===== config.mk =====
export PLATFORM = sky130hd
export DESIGN_NAME = divider_8by4u
export DESIGN_NICKNAME = d
export VERILOG_FILES = /design/src/rtl/divider_8by4u_pkg.sv /design/src/rtl/divider_8by4u_div_step.sv /design/src/rtl/divider_8by4u.sv
export SDC_FILE = /design/constraint.sdc
export NUM_CORES = 1
export LEC_CHECK = 0
export BUFFER_PORTS_ARGS = -buffer_cell sky130_fd_sc_hd__clkbuf_2
export CAP_MARGIN = 10
export CORE_UTILIZATION = 52
export CTS_BUF_LIST = sky130_fd_sc_hd__clkbuf_4 sky130_fd_sc_hd__clkbuf_8
export DETAILED_ROUTE_END_ITERATION = 8
export PLACE_DENSITY = 0.78
export SLEW_MARGIN = 0
export SYNTH_ARGS = -nofsm -noshare
export SYNTH_HDL_FRONTEND = slang
export SYNTH_HIERARCHICAL = 1
export SYNTH_SLANG_ARGS = --single-unit

===== constraint.sdc =====
create_clock -name clk -period 2.5 [get_ports clk]
set_clock_uncertainty 0.15 [all_clocks]
set_input_delay 0.375 -clock clk [delete_from_list [all_inputs] [get_ports clk]]
set_output_delay 0.375 -clock clk [all_outputs]
set_load 0.05 [all_outputs]

===== src/rtl/divider_8by4u_pkg.sv =====
// Shared definitions for the 8-by-4 unsigned restoring divider:
// default widths and the FSM state encoding.
package divider_8by4u_pkg;

  localparam int DEF_N = 8;
  localparam int DEF_M = 4;

  typedef enum logic [1:0] {
    IDLE = 2'd0,
    CALC = 2'd1,
    DONE = 2'd2
  } state_t;

endpackage


===== src/rtl/divider_8by4u_div_step.sv =====
// One restoring-division step: shift the partial remainder left, bring in a
// dividend bit, and keep the difference only when it is non-negative.
module div_step #(
  parameter int M = 4
) (
  input  logic [M:0]   rem_in,
  input  logic         din,
  input  logic [M-1:0] divisor,
  output logic [M:0]   rem_out,
  output logic         qbit
);

  logic [M+1:0] shifted;
  logic [M+1:0] divisor_ext;

  always_comb begin
    shifted     = {rem_in, din};
    divisor_ext = {2'b00, divisor};
    qbit        = (shifted >= divisor_ext);
    // The remainder never reaches the divisor, so M+1 bits always hold the result.
    if (qbit) begin
      rem_out = (M+1)'(shifted - divisor_ext);
    end else begin
      rem_out = (M+1)'(shifted);
    end
  end

endmodule


===== src/rtl/divider_8by4u.sv =====
// Multi-cycle unsigned divider (N-bit dividend, M-bit divisor), one restoring
// step per cycle, with divide-by-zero detection and back-to-back starts via DONE.
module divider_8by4u
  import divider_8by4u_pkg::*;
#(
  parameter int N = DEF_N,
  parameter int M = DEF_M
) (
  input  logic         clk,
  input  logic         rst,
  input  logic         start,
  input  logic [N-1:0] a,
  input  logic [M-1:0] b,
  output logic         ready,
  output logic [N-1:0] q,
  output logic [M-1:0] r,
  output logic         valid,
  output logic         dbz
);

  localparam int            CW   = $clog2(N) + 1;
  localparam logic [CW-1:0] LAST = CW'(N - 1);

  state_t        state;
  state_t        state_next;
  logic [CW-1:0] cnt;
  logic [N-1:0]  work;      // dividend bits shift out MSB-first, quotient bits shift in
  logic [M-1:0]  divisor;
  logic [M:0]    rem;
  logic [M:0]    rem_next;
  logic          qbit;

  assign ready = (state != CALC);

  div_step #(.M(M)) u_step (
    .rem_in  (rem),
    .din     (work[N-1]),
    .divisor (divisor),
    .rem_out (rem_next),
    .qbit    (qbit)
  );

  always_ff @(posedge clk) begin
    if (rst) begin
      state <= IDLE;
    end else begin
      state <= state_next;
    end
  end

  always_comb begin
    state_next = state;
    case (state)
      IDLE, DONE: begin
        if (start) begin
          state_next = (b == '0) ? DONE : CALC;
        end else begin
          state_next = IDLE;
        end
      end
      CALC: begin
        if (cnt == LAST) begin
          state_next = DONE;
        end else begin
          state_next = CALC;
        end
      end
      default: state_next = IDLE;
    endcase
  end

  // valid trails the DONE state by one cycle, so it is already clear on reset abort.
  always_ff @(posedge clk) begin
    if (rst) begin
      cnt     <= '0;
      work    <= '0;
      divisor <= '0;
      rem     <= '0;
      q       <= '0;
      r       <= '0;
      dbz     <= 1'b0;
      valid   <= 1'b0;
    end else begin
      valid <= (state == DONE);
      case (state)
        IDLE, DONE: begin
          if (start) begin
            work    <= a;
            divisor <= b;
            rem     <= '0;
            cnt     <= '0;
            if (b == '0) begin
              q   <= '1;
              r   <= '0;
              dbz <= 1'b1;
            end
          end
        end
        CALC: begin
          work <= {work[N-2:0], qbit};
          rem  <= rem_next;
          if (cnt == LAST) begin
            cnt <= '0;
            q   <= {work[N-2:0], qbit};
            r   <= rem_next[M-1:0];
            dbz <= 1'b0;
          end else begin
            cnt <= cnt + CW'(1);
          end
        end
        default: begin
          cnt <= '0;
        end
      endcase
    end
  end

endmodule


## Yosys cells after proc, flatten, opt, wreduce, memory -nomap -nowiden

Index checks and enable logic that the tools add are counted.

- Bits in registers: 37
- Latch bits: 0
- RAM bits: 0
- ROM bits: 0
- Bits of input ports: 15
- Output and inout port bits: 15
- Memories: 0

- Add/sub/neg operators: 2
- $mul: 0
- Div/mod/pow operators: 0
- $lt $le $gt $ge: 1
- Eq/ne operators: 7
- Shifts and indexed selects: 0
- Mux-type cells: 24
- Bitwise gates (word level): 0
- Reductions and logical operators: 7

Operator list:

| cell | number |
|---|---|
| 8-bit 2-to-1 mux | 4 |
| 8-bit one-hot mux with 2 select lines | 2 |
| 4-bit 2-to-1 mux | 5 |
| 4-bit one-hot mux with 2 select lines | 2 |
| 5-bit 2-to-1 mux | 2 |
| 5-bit one-hot mux with 2 select lines | 1 |
| 6-bit by 4-bit greater-or-equal comparator with 1-bit output | 1 |
| 2-bit 2-to-1 mux | 3 |
| 2-bit != test, second input constant | 3 |
| 5-bit by 4-bit subtractor with 5-bit output | 1 |
| 4-bit by 1-bit adder with 4-bit output, second input constant | 1 |
| 4-bit by 3-bit equality test with 1-bit output, second input constant | 1 |
| 4-bit zero test | 1 |
| 2-bit one-hot mux with 2 select lines | 1 |
| 2-bit AND reduction | 2 |
| 4-bit AND reduction | 1 |
| 1-bit 2-to-1 mux | 3 |
| 2-bit by 1-bit equality test with 1-bit output, second input constant | 1 |
| 2-bit equality test, second input constant | 1 |
| 2-bit zero test | 1 |
| 2-bit by 1-bit != test with 1-bit output, second input constant | 1 |
| 1-bit one-hot mux with 2 select lines | 1 |
| 2-bit nonzero test | 1 |
| 2-bit OR reduction | 1 |

## Longest topological paths before layout

Gate-level depths: netlist of the first run.

- Word-level depth: 4
- Gate-level depth with buffers: 10
- Depth with buffers taken out: 10

## Hierarchy

Netlist of the first run, hierarchy kept.

Modules (own cells, without submodules):

| module | instances | cells each | area an instance (µm²) | seq. area each (µm²) |
|---|---|---|---|---|
| divider_8by4u | 1 | 160 | 1498.9 | 740.7 |
| div_step | 1 | 29 | 234.0 | 0.0 |

## Worst setup path after synthesis of the first run

No wires, ideal clock.

- Path kind: register to register
- Start: reg work[7]
- End: reg r[1]
- Arrival: 2.113 ns
- Required time: 2.215 ns
- Slack: 0.103 ns
- Stages on the path, launching flop included: 10
- Cell sequence: dfxtp_1 > inv_1 > ha_1 > inv_1 > fa_1 > a21o_2 > a2111oi_4 > mux2_4 > inv_1 > o32ai_2

- Cells in the longest elaborated chain, start to end: 4
- Elaborated cells on any way between the ends: 5
- Classes of those cells: add/sub (1); order compare (1); mux (3)

RTL lines:

| element | RTL line | RTL |
|---|---|---|
| start, declared | divider_8by4u.sv:27 | `logic [N-1:0] work;` |
| start signal, assigned | divider_8by4u.sv:100 | `work <= {work[N-2:0], qbit};` |
| 5-bit by 4-bit subtractor with 5-bit output or 6-bit by 4-bit greater-or-equal comparator with 1-bit output (tied branches) | divider_8by4u_div_step.sv:22, divider_8by4u_div_step.sv:19 |  |
| 5-bit 2-to-1 mux (*) | divider_8by4u_div_step.sv:21 | `if (qbit) begin` |
| named net rem_next[1] | divider_8by4u.sv:30 | `logic [M:0] rem_next;` |
| 4-bit 2-to-1 mux (*) | divider_8by4u.sv:102 | `if (cnt == LAST) begin` |
| 4-bit one-hot mux with 2 select lines (*) | divider_8by4u.sv:85 | `case (state)` |
| end signal, assigned | divider_8by4u.sv:105 | `r <= rem_next[M-1:0];` |
| end, declared | divider_8by4u.sv:16 | `output logic [M-1:0] r,` |

The timed path passes the listed nets; every way through them passes the cells marked *. The select of a mux whose other input is x is not followed.
A chain may end at the register's enable or synchronous reset.

## Worst setup path after layout of the first run

Ends and elaborated chain as after synthesis.

==> results of run 1 <==
-- worst register-to-register path, delay by kind of cell (launching register included) --
family / cells / cell delay (ns)
buffers and inverters: 4 / 0.36
AOI/OAI and AO/OA: 3 / 0.59
muxes: 1 / 0.31
adders and majority gates: 2 / 0.50
DFF: 1 / 0.35
-- layer usage --
metal / global-route usage [%] / vias to the layer above / share of wire (%)
met5: 0 / - / 0
met4: 9.30 / 0 / 1.5
met3: 7.36 / 5 / 4.7
met2: 39.8 / 38 / 47
met1: 29.1 / 703 / 47
li1: - / 740 / -
-- flip-flops by register name, summed over array words and instances (netlist names) --
name,flops
q,8
state,2
rem,5
valid,1
divisor,4
dbz,1
cnt,4
work,8
r,4
-- cells by family (layout without fill, tap and decap cells) --
kind of cell	after synthesis	after routing	synth area share [%]
compound gates	48	48	24.5
xor+xnor	2	2	1.01
buf+inv	25	55	6.79
flops	37	37	42.7
fa+ha+maj	6	6	4.77
simple gates	69	69	18.7
mux	2	2	1.44
-- path summary, 6_finish.rpt --
| check | start | to | cells past startpoint |
|---|---|---|---|
| worst max-delay path | work[7]$_SDFFE_PP0P_ | r[1]$_SDFFE_PP0P_ | 10 |
| worst min-delay path | b[2] | divisor[2]$_SDFFE_PP0P_ | 3 |
| worst max register to register | work[7]$_SDFFE_PP0P_ | r[1]$_SDFFE_PP0P_ | 10 |
| worst min register to register | divisor[3]$_SDFFE_PP0P_ | divisor[3]$_SDFFE_PP0P_ | 2 |
-- final cells by class --
cell class | count | area share [%]
Multi-Input combinational cell | 127 | 44.7
Sequential cell | 37 | 37.4
Timing Repair Buffer | 34 | 9.21
Tap cell | 44 | 2.78
Clock buffer | 6 | 2.59
Inverter | 13 | 2.59
Clock inverter | 2 | 0.694
-- Yosys cell counts (all sizes together) --
cell     count
a21o         2
nor2b        1
a2111oi      1
nand3        5
nand2       38
nand3b       3
a311oi       7
nor3        10
and3         1
a221oi       1
xnor2        1
dfxtp       37
fa           1
o221a        9
o22ai        2
or4          1
and2b        1
inv         13
ha           5
xor2         1
a31oi        2
o21ai        4
nor2         3
nor3b        2
clkbuf       6
buf          6
a21oi       14
a22oi        1
nand4b       1
or2          2
mux2         1
a41o         1
o32ai        4
nand2b       1
mux2i        1
-- timing repair --
action / CTS / global route
endpoints found under the setup margin: 6 / 8
buffers inserted: 1 / 0
hold endpoints to repair: 0 / 0
resized for setup: 0 / 7
pin swaps: 1 / 1
-- power by group through the flow --
stage          Clock, W  Combinational (W)  Sequential [W]
3_5_place_dp          0           0.000263        0.000659
2_1_floorplan         0           0.000194        0.000662
4_1_cts        0.000351           0.000271        0.000646
6_report       0.000344           0.000285        0.000647
5_1_grt        0.000385           0.000311        0.000651
3_3_place_gp          0           0.000252        0.000658
-- metrics by stage --
stage	hold WS, ns	setup WS [ns]
floorplan	0.286	0.103
finish	0.102	0.105
global placement	0.297	0.0554
CTS	0.0934	0.0358
global route	0.0961	0.00668
detailed placement	0.297	-0.0209
==> flow_summary.rst, run 1 <==
.. list-table::
   :header-rows: 1

   * - Metric
     - Value
   * - Synthesized area per cell
     - 9.17 um2
   * - DRC violation count after routing
     - 0
   * - Placed cells
     - 254
   * - Area of the die
     - 3570 um2
   * - Number of nets still failing antenna checks after routing
     - 0
   * - Gate power share
     - 22.3%
   * - Last weighted congestion value of the routability-driven placer
     - 0.859
   * - Total Power Consumption
     - 0.00128 W
   * - Startpoint kind of the worst setup timing path
     - flip-flop
   * - Post-synthesis net count
     - 210
   * - Transition at the pin with the smallest max-transition slack
     - 0.632 ns
   * - Antenna cells
     - 0
   * - Maximum clock frequency
     - 417 MHz
   * - Total area of multi-input combinational cells
     - 887 um2
   * - Total internal power
     - 0.000874 W
   * - Element type at the critical path end
     - flip-flop
   * - Series of cell instances along the critical path
     - inv_1 > ha_1 > inv_2 > fa_2 > a21o_4 > a2111oi_4 > buf_4 > mux2_4 > inv_1 > o32ai_2
   * - Overall fraction of global-route tracks in use
     - 24.1%
   * - IR Drop Worst-Case VDD
     - 0.000277 V
   * - Count of port buffers added during placement
     - 29
   * - Netlist area before placement
     - 1730 um2
   * - Number of CTS-inserted buffers
     - 5
   * - Cell types occupying the most area after synthesis
     - sky130_fd_sc_hd__dfxtp_1, sky130_fd_sc_hd__nand2_1, sky130_fd_sc_hd__a21oi_1, sky130_fd_sc_hd__o221a_1, sky130_fd_sc_hd__o32ai_2
   * - Number of cells produced by synthesis
     - 189
   * - Most common cell after layout, fill and taps aside
     - sky130_fd_sc_hd__nand2_1
   * - Effective utilization at floorplan
     - 55.8%
   * - GR Overflow Total
     - 0
   * - Cell at the slowest stage of the critical path
     - sky130_fd_sc_hd__dfxtp_2
   * - DR WL/cell
     - 14.2 um
   * - Final worst path period share
     - 95.8%
   * - Biggest cell delay along the critical path
     - 0.35 ns
   * - Cell taking the most area after synthesis
     - sky130_fd_sc_hd__dfxtp_1
   * - CP Buf/Inv Count
     - 4
   * - Finished Core Util
     - 63.9%
   * - Width of the die
     - 59.7 um
   * - Worst setup path category
     - reg2reg
   * - Iteration-0 DRC Markers
     - 65
   * - Commonest non-fill, non-tap cells in the layout
     - sky130_fd_sc_hd__nand2_1, sky130_fd_sc_hd__dfxtp_1, sky130_fd_sc_hd__clkbuf_2, sky130_fd_sc_hd__a21oi_1, sky130_fd_sc_hd__inv_1
   * - Run status
     - completed
   * - Final Net Count
     - 239
   * - Worst reg2reg setup slack
     - 0.10 ns
   * - Final Instance Count excl. Fillers
     - 263
   * - Instance area at placement
     - 1900 um2
   * - Number of cell rows
     - 20
   * - Relative slew slack
     - 57.8%
   * - Min cycle time layout
     - 2.40 ns
   * - Clock group share of total power
     - 27.0%
   * - Pin count of the biggest net entering global routing
     - 30
   * - Max Cap Violations
     - 0
   * - Number of primary I/O pins
     - 30
   * - Share of final-layout standard cells stronger than drive strength 1
     - 27.4%
   * - Via density per instance
     - 5.65
   * - Number of different library cells in the post-synthesis netlist
     - 43
   * - Flop and latch count out of synthesis
     - 37
   * - Synthesis-to-finish area growth
     - 14.4%
   * - Core Region
     - 3100 um2
   * - Final setup viols
     - 0
   * - Count of hold buffers inserted by post-cts repair
     - 0
   * - Proportion of synthesized chip area in sequential cells
     - 42.7%
   * - TritonRoute pass-1 iters
     - 4
   * - Root Buffer
     - sky130_fd_sc_hd__clkbuf_4
   * - P_leak
     - 0.798 nW
   * - DP HPWL
     - 2.60 mm
   * - Switching power total
     - 0.000402 W
   * - Worst path top cell family by delay
     - compound AO/OA/AOI/OAI gates
   * - Fraction of power consumed by sequential logic
     - 50.7%
   * - Total count of hold-check failures in the final report
     - 0
   * - Net switching share of the total power
     - 31.5%
   * - Routed wire length
     - 3.74 mm
   * - Register Area
     - 742 um2
   * - Crit path required time
     - 2.55 ns
   * - Worst path arrival time
     - 2.45 ns
   * - Via total after detailed routing
     - 1,486
   * - Initial antenna violation count
     - 0
   * - Yosys synthesis warning count
     - 6
   * - Total Negative Setup Slacks
     - 0 ns
   * - CTS tree
     - yes
   * - CTS HTree Levels
     - 2
   * - Worst hold-check path type
     - in2reg
   * - First-pass GRT wire length
     - 6.26 mm
   * - Max Fanout on Critical Path
     - 5
   * - Post-route design area
     - 1980 um2
   * - Clock net sink count
     - 37
   * - Clock transition at the registers of the reported paths
     - 0.11 ns
   * - Proportion of netlist area held by the largest area contributor
     - 42.7%
   * - Unrepaired setup endpoints after global routing
     - false
   * - Fill cell count
     - 282
   * - Clock latency of the later-clocked register in the worst-skew pair
     - 0.35 ns
   * - Vertical die dimension
     - 59.7 um
   * - Crit-path most repeated cell
     - sky130_fd_sc_hd__inv_1
   * - Cell area power density
     - 643 nW/um2
   * - Largest buffer count on any clock path
     - 2
   * - Final count of pins violating max slew
     - 0
   * - Via count of the first global-routing pass
     - 1,422
Power figures use the tool's default switching activity.
==> run 2, diff against run 1 <==
--- a/config.mk
+++ b/config.mk
@@ -5,7 +5,7 @@
 export SDC_FILE = /design/constraint.sdc
 export NUM_CORES = 1
 export LEC_CHECK = 0
-export BUFFER_PORTS_ARGS = -buffer_cell sky130_fd_sc_hd__clkbuf_2
+export BUFFER_PORTS_ARGS = -buffer_cell sky130_fd_sc_hd__buf_2
 export CAP_MARGIN = 10
 export CORE_UTILIZATION = 52
 export CTS_BUF_LIST = sky130_fd_sc_hd__clkbuf_4 sky130_fd_sc_hd__clkbuf_8
==> constraint.sdc (replaced) <==
create_clock -name clk -period 2.15 [get_ports clk]
set_clock_uncertainty 0.15 [all_clocks]
set_input_delay 0.3225 -clock clk [delete_from_list [all_inputs] [get_ports clk]]
set_output_delay 0.3225 -clock clk [all_outputs]
set_load 0.05 [all_outputs]
==> flow_summary.rst, run 2 (synthesized netlist as in run 1, its figures left out) <==
.. list-table::
   :header-rows: 1

   * - Metric
     - Value
   * - Initial antenna violation count
     - 0
   * - DR WL/cell
     - 14.9 um
   * - Instance area at placement
     - 2000 um2
   * - Largest registers
     - q x8, work x8, rem x5
   * - Worst setup path category
     - reg2reg
   * - Crit path required time
     - 2.24 ns
   * - Worst hold-check path type
     - in2reg
   * - Number of cell rows
     - 20
   * - Pin count of the biggest net entering global routing
     - 27
   * - Worst reg2reg setup slack
     - -0.19 ns
   * - Gate power share
     - 29.5%
   * - Worst path arrival time
     - 2.43 ns
   * - Effective utilization at floorplan
     - 55.8%
   * - Unrepaired setup endpoints after global routing
     - true
   * - Width of the die
     - 59.7 um
   * - Clock net sink count
     - 37
   * - Cell area power density
     - 727 nW/um2
   * - Total count of hold-check failures in the final report
     - 0
   * - Origin of the worst min-delay path
     - b[2]
   * - Series of cell instances along the critical path
     - inv_2 > ha_4 > inv_2 > fa_2 > a21o_4 > a2111oi_4 > buf_6 > mux2_4 > inv_2 > o32ai_2
   * - Finished Core Util
     - 69.9%
   * - Hold Path Cell Cnt
     - 3
   * - Overall fraction of global-route tracks in use
     - 25.5%
   * - Biggest cell delay along the critical path
     - 0.35 ns
   * - Cell at the slowest stage of the critical path
     - sky130_fd_sc_hd__fa_2
   * - Largest buffer count on any clock path
     - 2
   * - First-pass GRT wire length
     - 6.66 mm
   * - R2R depth
     - 10
   * - Clock group share of total power
     - 22.7%
   * - Max Fanout on Critical Path
     - 8
   * - Antenna cells
     - 0
   * - Commonest non-fill, non-tap cells in the layout
     - sky130_fd_sc_hd__dfxtp_1, sky130_fd_sc_hd__nand2_1, sky130_fd_sc_hd__buf_2, sky130_fd_sc_hd__buf_4, sky130_fd_sc_hd__a21oi_1
   * - Launch instance of the worst register-to-register path
     - work[7]$_SDFFE_PP0P_
   * - Startpoint kind of the worst setup timing path
     - flip-flop
   * - CP Buf/Inv Count
     - 4
   * - Final setup viols
     - 10
   * - Maximum clock frequency
     - 427 MHz
   * - Via count of the first global-routing pass
     - 1,524
   * - DP HPWL
     - 2.87 mm
   * - Last weighted congestion value of the routability-driven placer
     - 0.857
   * - Share of final-layout standard cells stronger than drive strength 1
     - 40.2%
   * - Total internal power
     - 0.00106 W
   * - Clock transition at the registers of the reported paths
     - 0.11 ns
   * - Final worst path period share
     - 109%
   * - Element type at the critical path end
     - flip-flop
   * - Post-route design area
     - 2170 um2
   * - Most common cell after layout, fill and taps aside
     - sky130_fd_sc_hd__dfxtp_1
   * - Final worst setup slack
     - -0.190 ns
   * - Final count of pins violating max slew
     - 0
   * - CTS tree
     - yes
   * - Endpoint of the worst hold path
     - divisor[2]$_SDFFE_PP0P_
   * - Number of CTS-inserted buffers
     - 5
   * - Relative slew slack
     - 70.3%
   * - Fraction of power consumed by sequential logic
     - 47.9%
   * - Count of port buffers added during placement
     - 29
   * - TritonRoute pass-1 iters
     - 4
   * - Final Net Count
     - 254
   * - Worst path top cell family by delay
     - compound AO/OA/AOI/OAI gates
   * - GR Overflow Total
     - 0
   * - Min cycle time layout
     - 2.34 ns
   * - Max Cap Violations
     - 0
   * - Switching power total
     - 0.000514 W
   * - Via total after detailed routing
     - 1,590
   * - Routed wire length
     - 4.14 mm
   * - P_leak
     - 0.900 nW
   * - Capture point of the worst reg-to-reg path
     - r[1]$_SDFFE_PP0P_
   * - Transition at the pin with the smallest max-transition slack
     - 0.446 ns
   * - Vertical die dimension
     - 59.7 um
   * - Area of the die
     - 3570 um2
   * - Via density per instance
     - 5.72
   * - Synthesis-to-finish area growth
     - 25.2%
   * - CTS HTree Levels
     - 2
   * - Run status
     - finished with violations
   * - Violations in the final reports
     - negative setup slack
   * - Root Buffer
     - sky130_fd_sc_hd__clkbuf_4
   * - Number of primary I/O pins
     - 30
   * - Core Region
     - 3100 um2
   * - Iteration-0 DRC Markers
     - 115
   * - Clock latency of the later-clocked register in the worst-skew pair
     - 0.35 ns
   * - Crit-path most repeated cell
     - sky130_fd_sc_hd__inv_2
   * - IR Drop Worst-Case VDD
     - 0.000433 V
   * - Hold slack final
     - 0.0697 ns
   * - Net switching share of the total power
     - 32.6%
   * - DRC violation count after routing
     - 0
   * - Number of nets still failing antenna checks after routing
     - 0
==> run 2: changes by cell type in the layout (fill, tap and decap cells not counted), sizes merged <==
cell      change
clkbuf       -30
buf          +44
clkinvlp      +1
==> run 2: metrics by stage <==
step | power [W] | cells | TNS, ns | setup slack (ns)
after CTS | 0.00154 | 275 | -1.41 | -0.202
after detailed placement | 0.00112 | 264 | -1.33 | -0.203
after floorplan | 0.00101 | 189 | -0.391 | -0.107
after global placement | 0.00110 | 264 | -0.491 | -0.107
after global routing | 0.00166 | 278 | -1.86 | -0.246
final | 0.00158 | 278 | -1.28 | -0.190
==> run 2: layer usage <==
| layer | wire (um) | global-route usage [%] | share of wire, % | vias to the layer above |
|---|---|---|---|---|
| met2 | 2070 | 44.0 | 50 | 43 |
| met5 | 0 | 0 | 0 | - |
| met1 | 1780 | 29.0 | 43 | 766 |
| li1 | - | - | - | 771 |
| met4 | 71 | 10.6 | 1.7 | 0 |
| met3 | 223 | 7.79 | 5.4 | 10 |
==> run 2: final cells by class <==
class	instances	area [um2]
fillers	253	933
repair buffers	49	310
clock inverters	3	17.5
flip-flops and latches	37	743
inverters	13	51.3
well taps	44	55.1
multi-input cells	127	955
clock buffers	5	37.5
==> run 2: power by group through the flow <==
stage | Clock, W | Sequential [W] | Combinational, W
2_1_floorplan | 0 | 0.000772 | 0.000233
3_3_place_gp | 0 | 0.000767 | 0.000337
3_5_place_dp | 0 | 0.000769 | 0.000350
4_1_cts | 0.000367 | 0.000754 | 0.000414
5_1_grt | 0.000399 | 0.000760 | 0.000500
6_report | 0.000358 | 0.000756 | 0.000465
==> run 2: worst max path at each step <==
stage	from	end	slack, ns	cells past startpoint
3_3_place_gp	work[7]$_SDFFE_PP0P_	r[3]$_SDFFE_PP0P_	-0.11	11
2_1_floorplan	work[7]$_SDFFE_PP0P_	r[1]$_SDFFE_PP0P_	-0.11	9
4_1_cts	work[7]$_SDFFE_PP0P_	r[2]$_SDFFE_PP0P_	-0.20	11
5_1_grt	work[7]$_SDFFE_PP0P_	r[0]$_SDFFE_PP0P_	-0.25	11
6_report	work[7]$_SDFFE_PP0P_	r[1]$_SDFFE_PP0P_	-0.19	10
3_5_place_dp	work[7]$_SDFFE_PP0P_	r[3]$_SDFFE_PP0P_	-0.20	11
==> run 2: worst reg2reg max path: cells and delay by family, from the launching register on <==
kind / cells / cell delay (ns)
compound gates: 3 / 0.60
fa+ha+maj: 2 / 0.47
buf+inv: 4 / 0.36
flops: 1 / 0.34
mux: 1 / 0.33
==> run 2: repair_timing <==
action,in CTS,in global routing
setup endpoints to repair,10,10
setup buffers,3,3
gates resized for setup,18,8
hold buffers,0,0
hold endpoints to repair,0,0
pin swaps,6,3
==> run 3, diff against run 2 <==
--- a/config.mk
+++ b/config.mk
@@ -10,7 +10,7 @@
 export CORE_UTILIZATION = 52
 export CTS_BUF_LIST = sky130_fd_sc_hd__clkbuf_4 sky130_fd_sc_hd__clkbuf_8
 export DETAILED_ROUTE_END_ITERATION = 8
-export PLACE_DENSITY = 0.78
+export PLACE_DENSITY = 0.82
 export SLEW_MARGIN = 0
 export SYNTH_ARGS = -nofsm -noshare
 export SYNTH_HDL_FRONTEND = slang
==> flow_summary.rst, run 3 (synthesized netlist as in run 1, its figures left out) <==
.. list-table::
   :header-rows: 1

   * - Metric
     - Value
   * - Run status
     - finished with violations
   * - Violations in the final reports
     - negative setup slack
   * - Launching element of the worst setup path
     - work[7]$_SDFFE_PP0P_
   * - GR Overflow Total
     - 0
   * - Capture point of the worst reg-to-reg path
     - r[1]$_SDFFE_PP0P_
   * - Number of primary I/O pins
     - 30
   * - Via density per instance
     - 5.64
   * - Gate power share
     - 24.4%
   * - Startpoint kind of the worst setup timing path
     - flip-flop
   * - Max Cap Violations
     - 0
   * - Total internal power
     - 0.00120 W
   * - Antenna cells
     - 0
   * - Vertical die dimension
     - 59.7 um
   * - Net switching share of the total power
     - 28.5%
   * - Worst reg2reg setup slack
     - -0.14 ns
   * - Fraction of power consumed by sequential logic
     - 44.7%
   * - Effective utilization at floorplan
     - 55.8%
   * - Clock group share of total power
     - 30.9%
   * - Synthesis-to-finish area growth
     - 24.2%
   * - Iteration-0 DRC Markers
     - 74
   * - Unrepaired setup endpoints after global routing
     - true
   * - Pin count of the biggest net entering global routing
     - 27
   * - Via total after detailed routing
     - 1,558
   * - Launch instance of the worst register-to-register path
     - work[7]$_SDFFE_PP0P_
   * - First-pass GRT wire length
     - 6.38 mm
   * - Clock net sink count
     - 37
   * - P_leak
     - 0.890 nW
   * - Final setup viols
     - 9
   * - Core Region
     - 3100 um2
   * - DP HPWL
     - 2.81 mm
   * - Min cycle time layout
     - 2.29 ns
   * - R2R depth
     - 10
   * - Routed wire length
     - 3.97 mm
   * - Max Fanout on Critical Path
     - 7
   * - Count of hold buffers inserted by post-cts repair
     - 0
   * - Total count of hold-check failures in the final report
     - 0
   * - Final worst setup slack
     - -0.143 ns
   * - Total Negative Setup Slacks
     - -0.824 ns
   * - Largest registers
     - q x8, work x8, rem x5
   * - Number of cell rows
     - 20
   * - DRC violation count after routing
     - 0
   * - Clock latency of the later-clocked register in the worst-skew pair
     - 0.35 ns
   * - Origin of the worst min-delay path
     - b[0]
   * - Transition at the pin with the smallest max-transition slack
     - 0.416 ns
   * - Maximum clock frequency
     - 436 MHz
   * - Number of nets still failing antenna checks after routing
     - 0
   * - Largest buffer count on any clock path
     - 2
   * - Area of the die
     - 3570 um2
   * - Via count of the first global-routing pass
     - 1,398
   * - Share of final-layout standard cells stronger than drive strength 1
     - 36.6%
   * - CTS tree
     - yes
   * - Crit path required time
     - 2.23 ns
   * - Cell area power density
     - 781 nW/um2
   * - Hold slack final
     - 0.0640 ns
   * - Element type at the critical path end
     - flip-flop
   * - TritonRoute pass-1 iters
     - 4
   * - Biggest cell delay along the critical path
     - 0.34 ns
   * - Final worst path period share
     - 107%
   * - Most common cell after layout, fill and taps aside
     - sky130_fd_sc_hd__nand2_1
   * - Critical path endpoint
     - r[1]$_SDFFE_PP0P_
   * - Commonest non-fill, non-tap cells in the layout
     - sky130_fd_sc_hd__nand2_1, sky130_fd_sc_hd__dfxtp_1, sky130_fd_sc_hd__buf_2, sky130_fd_sc_hd__buf_4, sky130_fd_sc_hd__a21oi_1
   * - Count of port buffers added during placement
     - 29
   * - Clock transition at the registers of the reported paths
     - 0.11 ns
   * - CTS HTree Levels
     - 2
   * - Worst setup path category
     - reg2reg
   * - Number of CTS-inserted buffers
     - 5
   * - Series of cell instances along the critical path
     - inv_2 > ha_4 > inv_2 > fa_2 > a21o_4 > a2111oi_4 > buf_6 > mux2_4 > inv_2 > o32ai_2
   * - Worst path arrival time
     - 2.37 ns
   * - Last weighted congestion value of the routability-driven placer
     - 0.816
   * - Root Buffer
     - sky130_fd_sc_hd__clkbuf_4
   * - Cell at the slowest stage of the critical path
     - sky130_fd_sc_hd__dfxtp_2
   * - Crit-path most repeated cell
     - sky130_fd_sc_hd__inv_2
   * - Minimum setup slack after placement
     - -0.180 ns
   * - Finished Core Util
     - 69.4%
   * - Width of the die
     - 59.7 um
   * - Worst hold-check path type
     - in2reg
   * - DR WL/cell
     - 14.4 um
   * - Initial antenna violation count
     - 0
   * - Switching power total
     - 0.000479 W
   * - Relative slew slack
     - 72.3%
   * - Final Net Count
     - 252
   * - Overall fraction of global-route tracks in use
     - 24.3%
   * - IR Drop Worst-Case VDD
     - 0.000397 V
   * - Final count of pins violating max slew
     - 0
run 3: cell types whose count changed in the layout (fill, tap and decap cells not counted), moves of 2 or more:
| cell | delta |
|---|---|
| sky130_fd_sc_hd__inv_1 | +2 |
| sky130_fd_sc_hd__nand2_1 | +3 |
| sky130_fd_sc_hd__inv_2 | -2 |
| sky130_fd_sc_hd__buf_6 | -2 |
| sky130_fd_sc_hd__clkinv_2 | -2 |
| sky130_fd_sc_hd__nand2_2 | -2 |
run 3: cell type report:
cell class / count / area [um2]
multi-input combinational: 127 / 926
clock buffer: 7 / 58.8
fill: 266 / 951
clock inverter: 1 / 30.0
sequential: 37 / 743
tap: 44 / 55.1
inverter: 13 / 51.3
timing repair buffer: 47 / 288
run 3: metrics by stage:
stage	cells	area (um2)	total power, W
floorplan	189	1760	0.00101
global placement	263	1990	0.00109
detailed placement	263	1990	0.00110
CTS	275	2130	0.00166
global route	276	2150	0.00177
finish	276	2150	0.00168
run 3: how the worst min path moves through the flow:
| stage | endpoint | slack (ns) | cells past startpoint |
|---|---|---|---|
| 6_report | divisor[0]$_SDFFE_PP0P_ | 0.06 | 3 |
| 4_1_cts | divisor[0]$_SDFFE_PP0P_ | 0.06 | 3 |
| 3_5_place_dp | divisor[2]$_SDFFE_PP0P_ | 0.30 | 2 |
| 5_1_grt | divisor[0]$_SDFFE_PP0P_ | 0.04 | 3 |
| 3_3_place_gp | divisor[2]$_SDFFE_PP0P_ | 0.30 | 2 |
| 2_1_floorplan | divisor[1]$_SDFFE_PP0P_ | 0.29 | 2 |
run 3: repair_timing:
item,CTS,global route
resized for setup,9,6
cloned,0,0
pin swaps,3,3
endpoints found under the setup margin,10,10
buffers inserted,4,1
run 3: metal layers:
layer,GRT usage (%),share of wire (%),vias to the layer above
met5,0,0,-
met4,7.97,1.2,0
met3,6.71,5.4,6
met2,40.6,48,43
met1,30.0,45,741
li1,-,-,768
run 3: critical path, delay by kind of cell, from the launching register on:
family | cells | cell delay (ns)
AO/OA/AOI/OAI | 3 | 0.61
flip-flops | 1 | 0.34
multiplexers | 1 | 0.31
adder cells (fa/ha/maj) | 2 | 0.45
buffers and inverters | 4 | 0.31
run 3: power by group through the flow:
stage          registers, W  clock network (W)  logic (W)
4_1_cts            0.000752           0.000527   0.000386
3_5_place_dp       0.000767                  0   0.000337
5_1_grt            0.000757           0.000565   0.000447
3_3_place_gp       0.000766                  0   0.000325
6_report           0.000752           0.000519   0.000410
2_1_floorplan      0.000772                  0   0.000233
